$ cat src/rtl/io_out_pkg.sv
// io_out_pkg
// Shared definitions for the core output-port stage: width helpers for the
// port address and FIFO pointers, the FIFO entry layout, and the FIFO depth
// sanity check.
// No ports (package).

package io_out_pkg;

  // Width of an output port address; never narrower than one bit.
  function automatic int addr_width(input int num_ports);
    return (num_ports > 1) ? $clog2(num_ports) : 1;
  endfunction

  // Width of a FIFO read/write pointer; never narrower than one bit.
  function automatic int ptr_width(input int depth);
    return (depth > 1) ? $clog2(depth) : 1;
  endfunction

  // Pointers wrap by natural overflow, so the depth must be a power of two.
  function automatic bit is_pow2(input int depth);
    return (depth >= 2) && ((depth & (depth - 1)) == 0);
  endfunction

  localparam int DEF_NUBITS = 32;
  localparam int DEF_NUIOOU = 8;
  localparam int DEF_FDEPTH = 4;

  localparam bit DEF_FDEPTH_OK = is_pow2(DEF_FDEPTH);

  // FIFO entry layout for the default core configuration: address on top,
  // data below.
  typedef struct packed {
    logic [addr_width(DEF_NUIOOU)-1:0] addr;
    logic [DEF_NUBITS-1:0]             data;
  } io_entry_t;

endpackage

$ cat src/rtl/io_fifo_mem.sv
// io_fifo_mem
// Storage array for the output FIFO: one synchronous write port, one
// asynchronous read port, cleared by reset so an empty FIFO reads zero.
// Ports:
//   clk, rst  clock and asynchronous active-high reset
//   wr_en     write strobe, wr_ptr selects the entry, wr_data is stored
//   rd_ptr    read address, rd_data is the selected entry (combinational)

module io_fifo_mem
  import io_out_pkg::*;
#(
  parameter int W     = 35,
  parameter int DEPTH = 4,
  parameter int PW    = 2
) (
  input  logic          clk,
  input  logic          rst,
  input  logic          wr_en,
  input  logic [PW-1:0] wr_ptr,
  input  logic [W-1:0]  wr_data,
  input  logic [PW-1:0] rd_ptr,
  output logic [W-1:0]  rd_data
);

  logic [W-1:0] mem [DEPTH];

  // Entries are cleared on reset so the head reads zero until written.
  always_ff @(posedge clk or posedge rst) begin
    if (rst) begin
      for (int i = 0; i < DEPTH; i++) begin
        mem[i] <= '0;
      end
    end else if (wr_en) begin
      mem[wr_ptr] <= wr_data;
    end
  end

  // First-word-fall-through: the head entry is always presented.
  assign rd_data = mem[rd_ptr];

endmodule

$ cat src/rtl/io_out_buffer.sv
// io_out_buffer
// Output-port stage behind the processor core. Every core output write is
// captured into a small FIFO and drained to peripherals over valid/ready.
// The core cannot stall, so a write arriving while the FIFO is full (and
// nothing leaves that cycle) is dropped and a sticky overflow flag is set.
// Ports:
//   clk, rst                     clock and asynchronous active-high reset
//   out_en, addr_out, data_out   core output-write strobe, address, data
//   port_valid/addr/data         FIFO head presented to peripherals
//   port_ready                   peripheral accepts the head entry
//   full, level                  FIFO occupancy flags
//   overflow, clr_ovf            sticky drop flag and its synchronous clear
//   hold_data                    last value written per port (optional)
// Optional feature: define IO_OUT_HOLD_EN to add per-port holding registers
// and the hold_data output.

module io_out_buffer
  import io_out_pkg::*;
#(
  parameter  int NUBITS = 32,
  parameter  int NUIOOU = 8,
  parameter  int FDEPTH = 4,
  localparam int AW     = addr_width(NUIOOU),
  localparam int PW     = ptr_width(FDEPTH)
) (
  input  logic              clk,
  input  logic              rst,
  input  logic              out_en,
  input  logic [AW-1:0]     addr_out,
  input  logic [NUBITS-1:0] data_out,
  output logic              port_valid,
  output logic [AW-1:0]     port_addr,
  output logic [NUBITS-1:0] port_data,
  input  logic              port_ready,
  output logic              full,
  output logic [PW:0]       level,
  output logic              overflow,
  input  logic              clr_ovf
`ifdef IO_OUT_HOLD_EN
  ,
  output logic [NUIOOU*NUBITS-1:0] hold_data
`endif
);

  localparam int LW = PW + 1;
  localparam logic [PW:0] LEVEL_MAX = LW'(FDEPTH);

  if (!is_pow2(FDEPTH)) begin : g_bad_depth
    $error("io_out_buffer: FDEPTH must be a power of two and at least 2");
  end

  // Same layout as io_entry_t, sized by this instance's parameters.
  typedef struct packed {
    logic [AW-1:0]     addr;
    logic [NUBITS-1:0] data;
  } entry_t;

  localparam int EW = $bits(entry_t);

  logic [PW-1:0] wr_ptr;
  logic [PW-1:0] rd_ptr;
  logic          push;
  logic          pop;
  logic          drop;
  entry_t        wr_entry;
  entry_t        rd_entry;

  // A pop frees a slot on the same edge, so a full FIFO still accepts a
  // write when the peripheral is taking the head.
  always_comb begin
    pop      = port_valid && port_ready;
    push     = out_en && (!full || pop);
    drop     = out_en && !push;
    wr_entry = '{addr: addr_out, data: data_out};
  end

  io_fifo_mem #(
    .W     (EW),
    .DEPTH (FDEPTH),
    .PW    (PW)
  ) u_mem (
    .clk     (clk),
    .rst     (rst),
    .wr_en   (push),
    .wr_ptr  (wr_ptr),
    .wr_data (wr_entry),
    .rd_ptr  (rd_ptr),
    .rd_data (rd_entry)
  );

  // Pointers, occupancy and the sticky drop flag. A drop in the same cycle
  // as a clear leaves the flag set so the event is never lost.
  always_ff @(posedge clk or posedge rst) begin
    if (rst) begin
      wr_ptr   <= '0;
      rd_ptr   <= '0;
      level    <= '0;
      overflow <= 1'b0;
    end else begin
      if (push) begin
        wr_ptr <= wr_ptr + 1'b1;
      end
      if (pop) begin
        rd_ptr <= rd_ptr + 1'b1;
      end
      case ({push, pop})
        2'b10:   level <= level + 1'b1;
        2'b01:   level <= level - 1'b1;
        default: level <= level;
      endcase
      if (drop) begin
        overflow <= 1'b1;
      end else if (clr_ovf) begin
        overflow <= 1'b0;
      end
    end
  end

  // Head presentation and flags all derive from registered state.
  always_comb begin
    port_valid = (level != '0);
    full       = (level == LEVEL_MAX);
    port_addr  = rd_entry.addr;
    port_data  = rd_entry.data;
  end

`ifdef IO_OUT_HOLD_EN
  logic [NUBITS-1:0] hold [NUIOOU];

  // Only accepted writes update the holding registers; dropped writes never
  // reach a peripheral and so must not change its static level either.
  always_ff @(posedge clk or posedge rst) begin
    if (rst) begin
      for (int i = 0; i < NUIOOU; i++) begin
        hold[i] <= '0;
      end
    end else if (push) begin
      hold[addr_out] <= data_out;
    end
  end

  for (genvar g = 0; g < NUIOOU; g++) begin : g_hold_out
    assign hold_data[g*NUBITS +: NUBITS] = hold[g];
  end
`endif

endmodule

$ cat config.mk
export PLATFORM = sky130hd
export DESIGN_NAME = io_out_buffer
export DESIGN_NICKNAME = d
export VERILOG_FILES = /design/src/rtl/io_out_pkg.sv /design/src/rtl/io_fifo_mem.sv /design/src/rtl/io_out_buffer.sv
export SDC_FILE = /design/constraint.sdc
export NUM_CORES = 1
export LEC_CHECK = 0
export BUFFER_PORTS_ARGS = -buffer_cell sky130_fd_sc_hd__buf_2
export CAP_MARGIN = 20
export CORE_MARGIN = 2
export CORE_UTILIZATION = 44
export DETAILED_ROUTE_END_ITERATION = 10
export GPL_TIMING_DRIVEN = 0
export SLEW_MARGIN = 10
export SYNTH_ARGS = -nofsm -noshare
export SYNTH_HDL_FRONTEND = slang
export SYNTH_HIERARCHICAL = 1
export SYNTH_SLANG_ARGS = --single-unit
$ cat constraint.sdc
create_clock -name clk -period 7.3 [get_ports clk]
set_input_delay 0 -clock clk [delete_from_list [all_inputs] [get_ports clk]]
set_output_delay 0 -clock clk [all_outputs]
set_load 0.02 [all_outputs]
==> run metrics, run 1 <==
status finished, final reports clean; finished layout cell area 0.00819 mm2; slowest stage cell, crit path or3b_4; GP Congestion 0.692; Inserted Clock Buffers 17; RSZ-0062 raised after global routing false; Final min period 2.25 ns; CTS tree built; most frequent cells in the layout dfrtp_1, mux2_2, buf_2, dlygate4sd3_1, mux4_2; CP bufs+invs 2; die area 0.0158 mm2; aggregate global routing overflow 0; Crit. End Element flop; Max VDD drop 0.235 mV; placed insts 639; Seq cells post-synth 148; fmax 0.445 GHz; share of layout cells above drive strength 1 59.3%; fin crit share 30.8%; placed instance area 0.00716 mm2; # port buffers 80; First-pass DRT Iterations 4; CP Max Fanout 10; Post-Synthesis Cells 374; syn_nets 416; first-pass GRT wire length 21300 um; CP delay by family, top simple AND/OR/NAND/NOR gates; per-cell routed wire length 18.1 um; Max Slew Vio Count 0; io pins 81; Starting Density 44.9%; CTS Root Cell clkbuf_16; CTS Sinks 148; Seq/Total Area, Yosys 57.0%; Yosys cell types 24; PwrDens 506 mW/mm2; Hold Vio Cnt, Final 0; fraction of registers with async set or reset after synthesis 100%; DR iter-0 viols 218; vias in the first global route 4002; CP Class reg2reg; grt met1 use 23.3%; Worst-path clk slew 0.06 ns; top_reg_cell synth dfrtp_1; worst-margin pin slew 0.641 ns; number of flops mapped to enable cells by yosys 0; routed vias 3689; grt met2 use 28.2%; warnings from Yosys 6; worst skew pair latency 0.41 ns; final wirelength 12800 um; Setup-failing EPs final 0; cell row count 44; slowest stage delay, CP 0.46 ns; ANT nets after route 0; CTS Hold Bufs 40; worst hold path type in2reg; Worst EP arrival 2.54 ns; Core Area 0.0145 mm2; Synth Area per Inst 17.4 um2; H-tree depth 4; GR Util met3 5.39%; Syn-to-layout area delta 26.1%; crit path launch type flop; max-cap violation count 0; Clock Skews 0.00761 ns; pin count of the biggest net entering global routing 73; Vias/cell 5.20; most common cell after layout, fill and taps aside dfrtp_1; maximum clock path buffer count 2; Post-Route Setup TNS 0 ns; Synth Cell Area 0.00650 mm2; LEAKAGE 3.60 nW; initial antenna violation count 0; die width 126 um; CTS-repair resized insts 0; worst path cell trace or3b_4, o21ai_4, inv_1, nand3_2, buf_2, mux2_2; Slew headroom 57.3%; most used routing layer met2; HPWL after detailed placement 8200 um; Setup Fix Bufs, Post-CTS 0; Overall Global Routing Usage 17.5%; final net count 556; DRC violations left 0; height of the die 126 um; Worst Path Required 7.60 ns; filler-free cell count of the finished design 710; n_diodes 0
## flip-flops by register name, summed over array words and instances, names as in the netlist
signal	flops
wr_ptr	2
u_mem/mem	140
rd_ptr	2
overflow	1
level	3
## layout make-up
class,instances,area [um2]
fill,1193,6280
sequential,148,3700
multi-input combinational,197,2590
timing repair buffer,121,828
clock buffer,21,450
tap,184,230
clock inverter,10,180
buffer,20,169
inverter,9,38.8
## cells in the mapped netlist (2+ instances only)
| cell | n | share of area (%) |
|---|---|---|
| buf_2 | 6 | 0.46 |
| buf_4 | 5 | 0.58 |
| xnor2_1 | 4 | 0.54 |
| inv_1 | 9 | 0.52 |
| mux4_2 | 35 | 12 |
| buf_6 | 9 | 1.6 |
| xor2_1 | 3 | 0.40 |
| dfrtp_1 | 148 | 57 |
| mux2_1 | 2 | 0.35 |
| nand3b_2 | 2 | 0.35 |
| mux2_2 | 138 | 24 |
## kinds of logic (layout without fill, tap and decap cells)
family	after synthesis	count (layout)	share of synthesized area, %
xor+xnor	7	7	0.943
fa+ha+maj	2	2	0.500
mux	176	176	36.5
flops	148	148	57.0
buf+inv	29	181	3.12
compound gates	4	4	0.732
simple gates	8	8	1.19
## path summary, 6_finish.rpt
path	from	to	slack (ns)	depth (start not counted)
max reg2reg	level[0]	u_mem/mem[26]	5.05	6
max	level[0]	u_mem/mem[26]	5.05	6
min	port_ready	wr_ptr[1]	0.03	3
max in group asynchronous	rst	u_mem/mem[56]	6.30	4
min in group asynchronous	rst	overflow	0.11	3
min reg2reg	rd_ptr[1]	rd_ptr[1]	0.48	1
## layer usage
metal | share of wire, % | wire, um | up-vias
li1 | - | - | 1676
met1 | 46 | 5850 | 1947
met2 | 50 | 6380 | 57
met3 | 4.0 | 507 | 9
met4 | 0.76 | 97 | 0
met5 | 0 | 0 | -
## report_power, final
| part | switching (mW) | internal [mW] | total, mW |
|---|---|---|---|
| registers | 0.215 | 1.25 | 1.46 |
| logic | 0.814 | 0.942 | 1.76 |
| clock network | 0.317 | 0.612 | 0.929 |
| total | 1.35 | 2.80 | 4.14 |
## stage by stage
step                      utilization (%)  total power, mW  hold WS [ns]  setup WS (ns)
after global placement               49.2             3.17       -0.0383           2.03
after CTS                            56.6             4.20       0.00452           5.05
final                                56.6             4.14        0.0265           5.05
after detailed placement             49.5             3.23       0.00162           5.04
after floorplan                         -             2.75        -0.184           3.55
after global routing                 56.6             4.39        0.0317           4.91
## worst reg2reg max path, delay by kind of cell (launching register included)
family | cells | cell delay (ns)
flip-flops | 1 | 0.44
AND/OR/NAND/NOR | 2 | 0.67
buffers and inverters | 2 | 0.48
multiplexers | 1 | 0.38
AO/OA/AOI/OAI | 1 | 0.16
Note: power is estimated with default switching activity, not from simulation.
==> inputs of run 2 (changes only) <==
PLACE_DENSITY = 0.66   (was default)
clock period = 1.8 ns   (was 7.3 ns; I/O delays follow)
==> run 2 against run 1 <==
  * The run now ends with setup timing left
  * Worst hold slack improved by 0.074 ns
  * First-iteration DRC count decreased by 12%
  * Via count increased by 5.8%
  * Clock power increased to 3.9 times the previous value
  * Final area increased by 17%
  * Clock skew about the same
  * Utilization increased by 9.7 points
  * Sequential cell count unchanged
  * Critical path depth increased by 1
  * Register-to-register slack got worse by 5.3 ns
==> run metrics, run 2 (synthesis gave the netlist of run 1 again) <==
Crit Reg-Reg Startpoint level[0]; Slew headroom 72.4% (+15 points); R2R depth 7 (+1); GP Congestion 0.739 (+6.9%); RSZ-0062 raised after global routing true; fin crit share 114% (+83 points); First-pass DRT Iterations 4 (unchanged); slowest stage cell, crit path or3b_4; Inserted Clock Buffers 17 (unchanged); Max Slew Vio Count 0 (unchanged); M1 WL 7160 um (+22%); Vias/cell 5.21 (+0.32%); Max VDD drop 1.13 mV (+380%); CTS Root Cell clkbuf_16; routed vias 3904 (+5.8%); die area 0.0158 mm2 (unchanged); Worst Path Required 2.10 ns (-5.50 ns); reg2reg end u_mem/mem[51]; Worst EP arrival 2.36 ns (-0.18 ns); CP delay by family, top simple AND/OR/NAND/NOR gates; Setup-failing EPs final 156 (+156); fmax 0.487 GHz (+9.4%); finished layout cell area 0.00959 mm2 (+17%); CP Max Fanout 7 (-3); H-tree depth 4 (unchanged); PwrDens 2090 mW/mm2 (+310%); HPWL after detailed placement 8700 um (+6.0%); DRC violations left 0 (unchanged); most common cell after layout, fill and taps aside dfrtp_1; initial antenna violation count 0 (unchanged); DR WL met3 610 um (+20%); CTS tree built; max-cap violation count 0 (unchanged); vias in the first global route 4401 (+10%); LEAKAGE 4.64 nW (+29%); CP Class reg2reg; ANT nets after route 0 (unchanged); placed instance area 0.00727 mm2 (+1.5%); Starting Density 44.9% (unchanged); crit path launch type flop; Clock Skews 0.00810 ns (+0.000485 ns); cell row count 44 (unchanged); per-cell routed wire length 20.6 um (+14%); final setup margin -0.253 ns (-5.31 ns); Core Area 0.0145 mm2 (unchanged); WHS 0.100 ns (+0.0738 ns); Final min period 2.05 ns (-0.192 ns); worst hold path type in2async; highest routed layer met4; worst path cell trace or3b_4, o21ai_4, buf_6, inv_8, nand3b_4, clkbuf_16, mux2_4; final net count 595 (+7.0%); Tot Pwr 20.1 mW (+380%); pin count of the biggest net entering global routing 37 (-49%); Post-Route Setup TNS -26.09 ns (-26.09 ns); Reg2Reg Setup Slack -0.25 ns (-5.31 ns); worst skew pair latency 0.42 ns (about the same); n_diodes 0 (unchanged); Largest register FFs 140 (unchanged); final wirelength 15500 um (+20%); die width 126 um (unchanged); Largest Register u_mem/mem; Overall Global Routing Usage 20.2% (+2.7 points); Hold Vio Cnt, Final 0 (unchanged); aggregate global routing overflow 0 (unchanged); most frequent cells in the layout dfrtp_1, mux2_4, buf_2, dlygate4sd3_1, mux4_2; first-pass GRT wire length 24600 um (+15%); WL met2 7500 um (+18%); largest registers u_mem/mem x140, level x3; Levels on crit path 7 (+1); Worst-path clk slew 0.06 ns (about the same); Syn-to-layout area delta 47.6%; placed insts 642 (+0.47%); failing checks setup timing; pre-CTS setup slack -0.532 ns (-5.57 ns); DR iter-0 viols 191 (-12%); Crit. End Element flop; CTS Sinks 148 (unchanged); io pins 81 (unchanged); CP bufs+invs 3 (+1); status complete, but fails checks; # port buffers 80 (unchanged); maximum clock path buffer count 2 (unchanged); worst-margin pin slew 0.413 ns (-0.228 ns); share of layout cells above drive strength 1 64.1% (+4.8 points); slowest stage delay, CP 0.41 ns (-0.05 ns); height of the die 126 um (unchanged); filler-free cell count of the finished design 749 (+5.5%); fin util 66.2% (+9.7 points)
-- run 2: power breakdown --
part | total (mW) | switching, mW | internal [mW]
clock network | 3.60 | 1.33 | 2.27
logic | 10.4 | 4.03 | 6.40
registers | 6.06 | 1.00 | 5.06
-- run 2: metal layers --
layer / GRT usage [%] / up-vias
met5: 0 / -
met4: 5.56 / 0
met3: 6.20 / 19
met2: 31.3 / 71
met1: 28.0 / 2067
li1: - / 1747
-- run 2: layout make-up --
type,count,area (um2)
timing repair buffer,160,1530
sequential,148,3710
multi-input combinational,197,3140
fill,966,4890
clock buffer,21,470
tap,184,230
inverter,9,45.0
clock inverter,10,130
buffer,20,347
-- run 2: timing repair --
item | CTS | global route
hold buffers | 39 | 0
setup endpoints to repair | 177 | 177
cloned | 6 | 4
hold endpoints to repair | 192 | 0
resized for setup | 185 | 45
buffers inserted | 25 | 6
pin swaps | 6 | 0
-- run 2: worst max-delay path by stage --
stage	startpoint	slack (ns)	endpoint
6_report	level[0]	-0.25	u_mem/mem[51]
5_1_grt	level[0]	-0.29	u_mem/mem[51]
4_1_cts	level[0]	-0.21	level[2]
3_5_place_dp	level[2]	-0.53	u_mem/mem[124]
3_3_place_gp	rst	-0.73	u_mem/mem[26]
2_1_floorplan	level[1]	-0.29	level[2]
-- run 2: tightest hold or removal path: stages --
cell and delay, ns:
dlygate4sd3_1 0.53, buf_2 0.14, inv_1 0.24
==> inputs of run 3 (changes only) <==
SYNTH_HIERARCHICAL = default   (was 1)
==> run 3 against run 2 <==
  * The flow still finishes with violations (setup timing)
  * Die area is 1.7% higher
  * Final area is 6.9% lower
  * Maximum frequency increased by 11%
  * Worst setup slack better by 0.21 ns
  * Global-route usage down 1.5 points
  * Sequential share of layout area increased by 2.9 points
==> run metrics, run 3 <==
status complete, but fails checks; failing checks setup timing; top-count cell post-synth dfrtp_1; Synth area leaders dfrtp_1, mux2_2, mux4_2; die width 127 um (+0.84%); HPWL after detailed placement 8860 um (+1.8%); placed insts 664 (+3.4%); CTS tree built; RSZ-0062 raised after global routing true; worst path cell trace buf_8, buf_12, buf_12, mux4_2, buf_6; post-synth top area cell dfrtp_1; Worst Setup SP rd_ptr[1]; aggregate global routing overflow 0 (unchanged); fin util 61.2% (-5.0 points); Reg2Reg Setup Slack 0 ns (+0.25 ns); top post-synthesis cells by count dfrtp_1, mux2_2, mux4_2; Synth Area in Compound Gates 0.814% (+0.082 points); Tot Pwr 18.8 mW (-6.5%); Hold Vio Cnt, Final 0 (unchanged); Post-Synth Adder-Cell Area 1.06% (+0.56 points); Largest Register u_mem.mem; CP Capture Point port_data[19]; Crit Reg-Reg Startpoint level[1]; fin crit share 103% (-12 points); Synth top area share 56.0% (-0.97 points); Crit. End Element output port; Post-Synthesis Cells 397 (+6.1%); most common cell after layout, fill and taps aside dfrtp_1; Final min period 1.85 ns (-0.208 ns); DRC violations left 0 (unchanged); final wirelength 14000 um (-9.3%); pre-CTS setup slack -0.203 ns (+0.328 ns); maximum clock path buffer count 2 (unchanged); R2R depth 7 (unchanged); worst hold path type in2reg; Slew headroom 55.5% (-17 points); CP Max Fanout 5 (-2); Setup-failing EPs final 12 (-92%); slowest stage cell, crit path mux4_2; height of the die 127 um (+0.84%); Seq pwr share 31.6% (+1.4 points); Vias/cell 5.20 (-0.31%); Max Slew Vio Count 0 (unchanged); cell row count 44 (unchanged); Seq cells post-synth 148 (unchanged); reg2reg end level[1]; CTS Root Cell clkbuf_16; most frequent cells in the layout dfrtp_1, mux2_2, buf_2, buf_6, dlygate4sd3_1; final setup margin -0.0459 ns (+0.208 ns); Critical Path Most Common Cell buf_12; slowest stage delay, CP 0.53 ns (+0.12 ns); first-pass GRT wire length 23000 um (-6.5%); LEAKAGE 3.85 nW (-17%); Worst Path Required 1.80 ns (-0.30 ns); Core Area 0.0146 mm2 (+0.76%); ANT nets after route 0 (unchanged); Starting Density 45.3% (+0.43 points); number of flops mapped to enable cells by yosys 0 (unchanged); filler-free cell count of the finished design 759 (+1.3%); vias in the first global route 4364 (-0.84%); n_diodes 0 (unchanged); Largest register FFs 140 (unchanged); Worst EP arrival 1.85 ns (-0.51 ns); worst-margin pin slew 0.666 ns (+0.253 ns); Worst-path clk slew 0.06 ns (about the same); CP Class reg2out; First-pass DRT Iterations 4 (unchanged); worst skew pair latency 0.43 ns (about the same); routed vias 3944 (+1.0%); DR iter-0 viols 121 (-37%); Levels on crit path 5 (-2); warnings from Yosys 0 (-6); Synth Cell Area 0.00661 mm2 (+1.7%); finished layout cell area 0.00893 mm2 (-6.9%); Clock Skews 0.0224 ns (+0.0143 ns); Max VDD drop 1.03 mV (-9.2%); main combinational cell family by area after synthesis multiplexers; Sw Pwr 6.06 mW (-4.7%); initial antenna violation count 0 (unchanged); Inserted Clock Buffers 17 (unchanged); CP delay by family, top multiplexers; CTS Sinks 148 (unchanged); Syn-to-layout area delta 35.0%; pin count of the biggest net entering global routing 38 (+2.7%); simple-gate share of the synthesized area 2.29% (+1.1 points); H-tree depth 4 (unchanged); Internal 12.7 mW (-7.3%); GP Congestion 0.722 (-2.4%); syn_nets 442 (+6.3%); placed instance area 0.00735 mm2 (+1.1%); crit path launch type flop; fmax 0.542 GHz (+11%); final net count 608 (+2.2%); io pins 81 (unchanged); CP bufs+invs 4 (+1); WHS 0.0898 ns (-0.0105 ns); mux cell area share after synthesis 35.9% (-0.60 points); per-cell routed wire length 18.5 um (-11%); die area 0.0160 mm2 (+1.7%); largest registers u_mem.mem x140, level x3; PwrDens 2100 mW/mm2 (+0.41%); Post-Route Setup TNS -0.204 ns (+25.89 ns); Overall Global Routing Usage 18.7% (-1.5 points); Synth Area per Inst 16.7 um2 (-4.2%); Seq/Total Area, Yosys 56.0% (-0.97 points); Yosys cell types 29 (+21%); Comb pwr share 49.5% (-2.4 points); switching part of the total power 32.3% (+0.60 points); max-cap violation count 0 (unchanged); fraction of registers with async set or reset after synthesis 100% (unchanged); top_reg_cell synth dfrtp_1; clock power share 19.0% (+1.1 points); # port buffers 79 (-1.3%); xor/xnor share of the synthesized area 0.662% (-0.28 points); share of layout cells above drive strength 1 61.6% (-2.5 points)
==> run 3: how the worst min path moves through the flow <==
| stage | start | to | cells after the start |
|---|---|---|---|
| after detailed placement | rst | u_mem.mem[50] | 2 |
| after global routing | out_en | overflow | 4 |
| after CTS | out_en | overflow | 4 |
| final | out_en | overflow | 4 |
| after global placement | clr_ovf | overflow | 2 |
| after floorplan | clr_ovf | overflow | 1 |
==> run 3: cell type report <==
type / count / area (um2)
fill: 1102 / 5660
sequential: 148 / 3710
multi-input combinational: 220 / 2740
timing repair buffer: 147 / 1340
clock buffer: 18 / 439
buffer: 22 / 285
tap: 184 / 230
clock inverter: 13 / 159
inverter: 7 / 30.0
==> run 3: repair_timing <==
item / CTS / global route
resized for setup: 87 / 14
setup buffers: 14 / 10
gates cloned: 3 / 0
endpoints found under the setup margin: 158 / 157
hold endpoints to repair: 172 / 0
hold buffers: 38 / 0
pin swaps: 3 / 4
==> run 3: power by group through the flow <==
stage               clock [mW]  combinational, mW  sequential (mW)
floorplan                    0               5.58             5.73
global placement             0               7.16             5.84
detailed placement           0               7.35             5.97
CTS                       3.64               9.18             5.92
global route              3.78               9.90             6.13
finish                    3.56               9.29             5.93
==> run 3: kinds of logic after synthesis <==
kind of cell | after synthesis
multiplexers | 176
flip-flops | 148
buffers and inverters | 29
AND/OR/NAND/NOR | 26
AO/OA/AOI/OAI | 8
XOR/XNOR | 5
adder cells (fa/ha/maj) | 5
==> run 3: per-layer routing <==
layer | part of all wire (%) | vias to the layer above | global-route usage, %
met2 | 52 | 59 | 31.6
met1 | 44 | 2087 | 23.6
met3 | 3.2 | 9 | 4.64
li1 | - | 1789 | -
met4 | 0.81 | 0 | 6.72
met5 | 0 | - | 0
==> run 3: worst min-delay path, delay by kind of cell <==
family,cells,cell delay (ns)
compound gates,1,0.07
buf+inv,2,0.32
simple gates,1,0.08
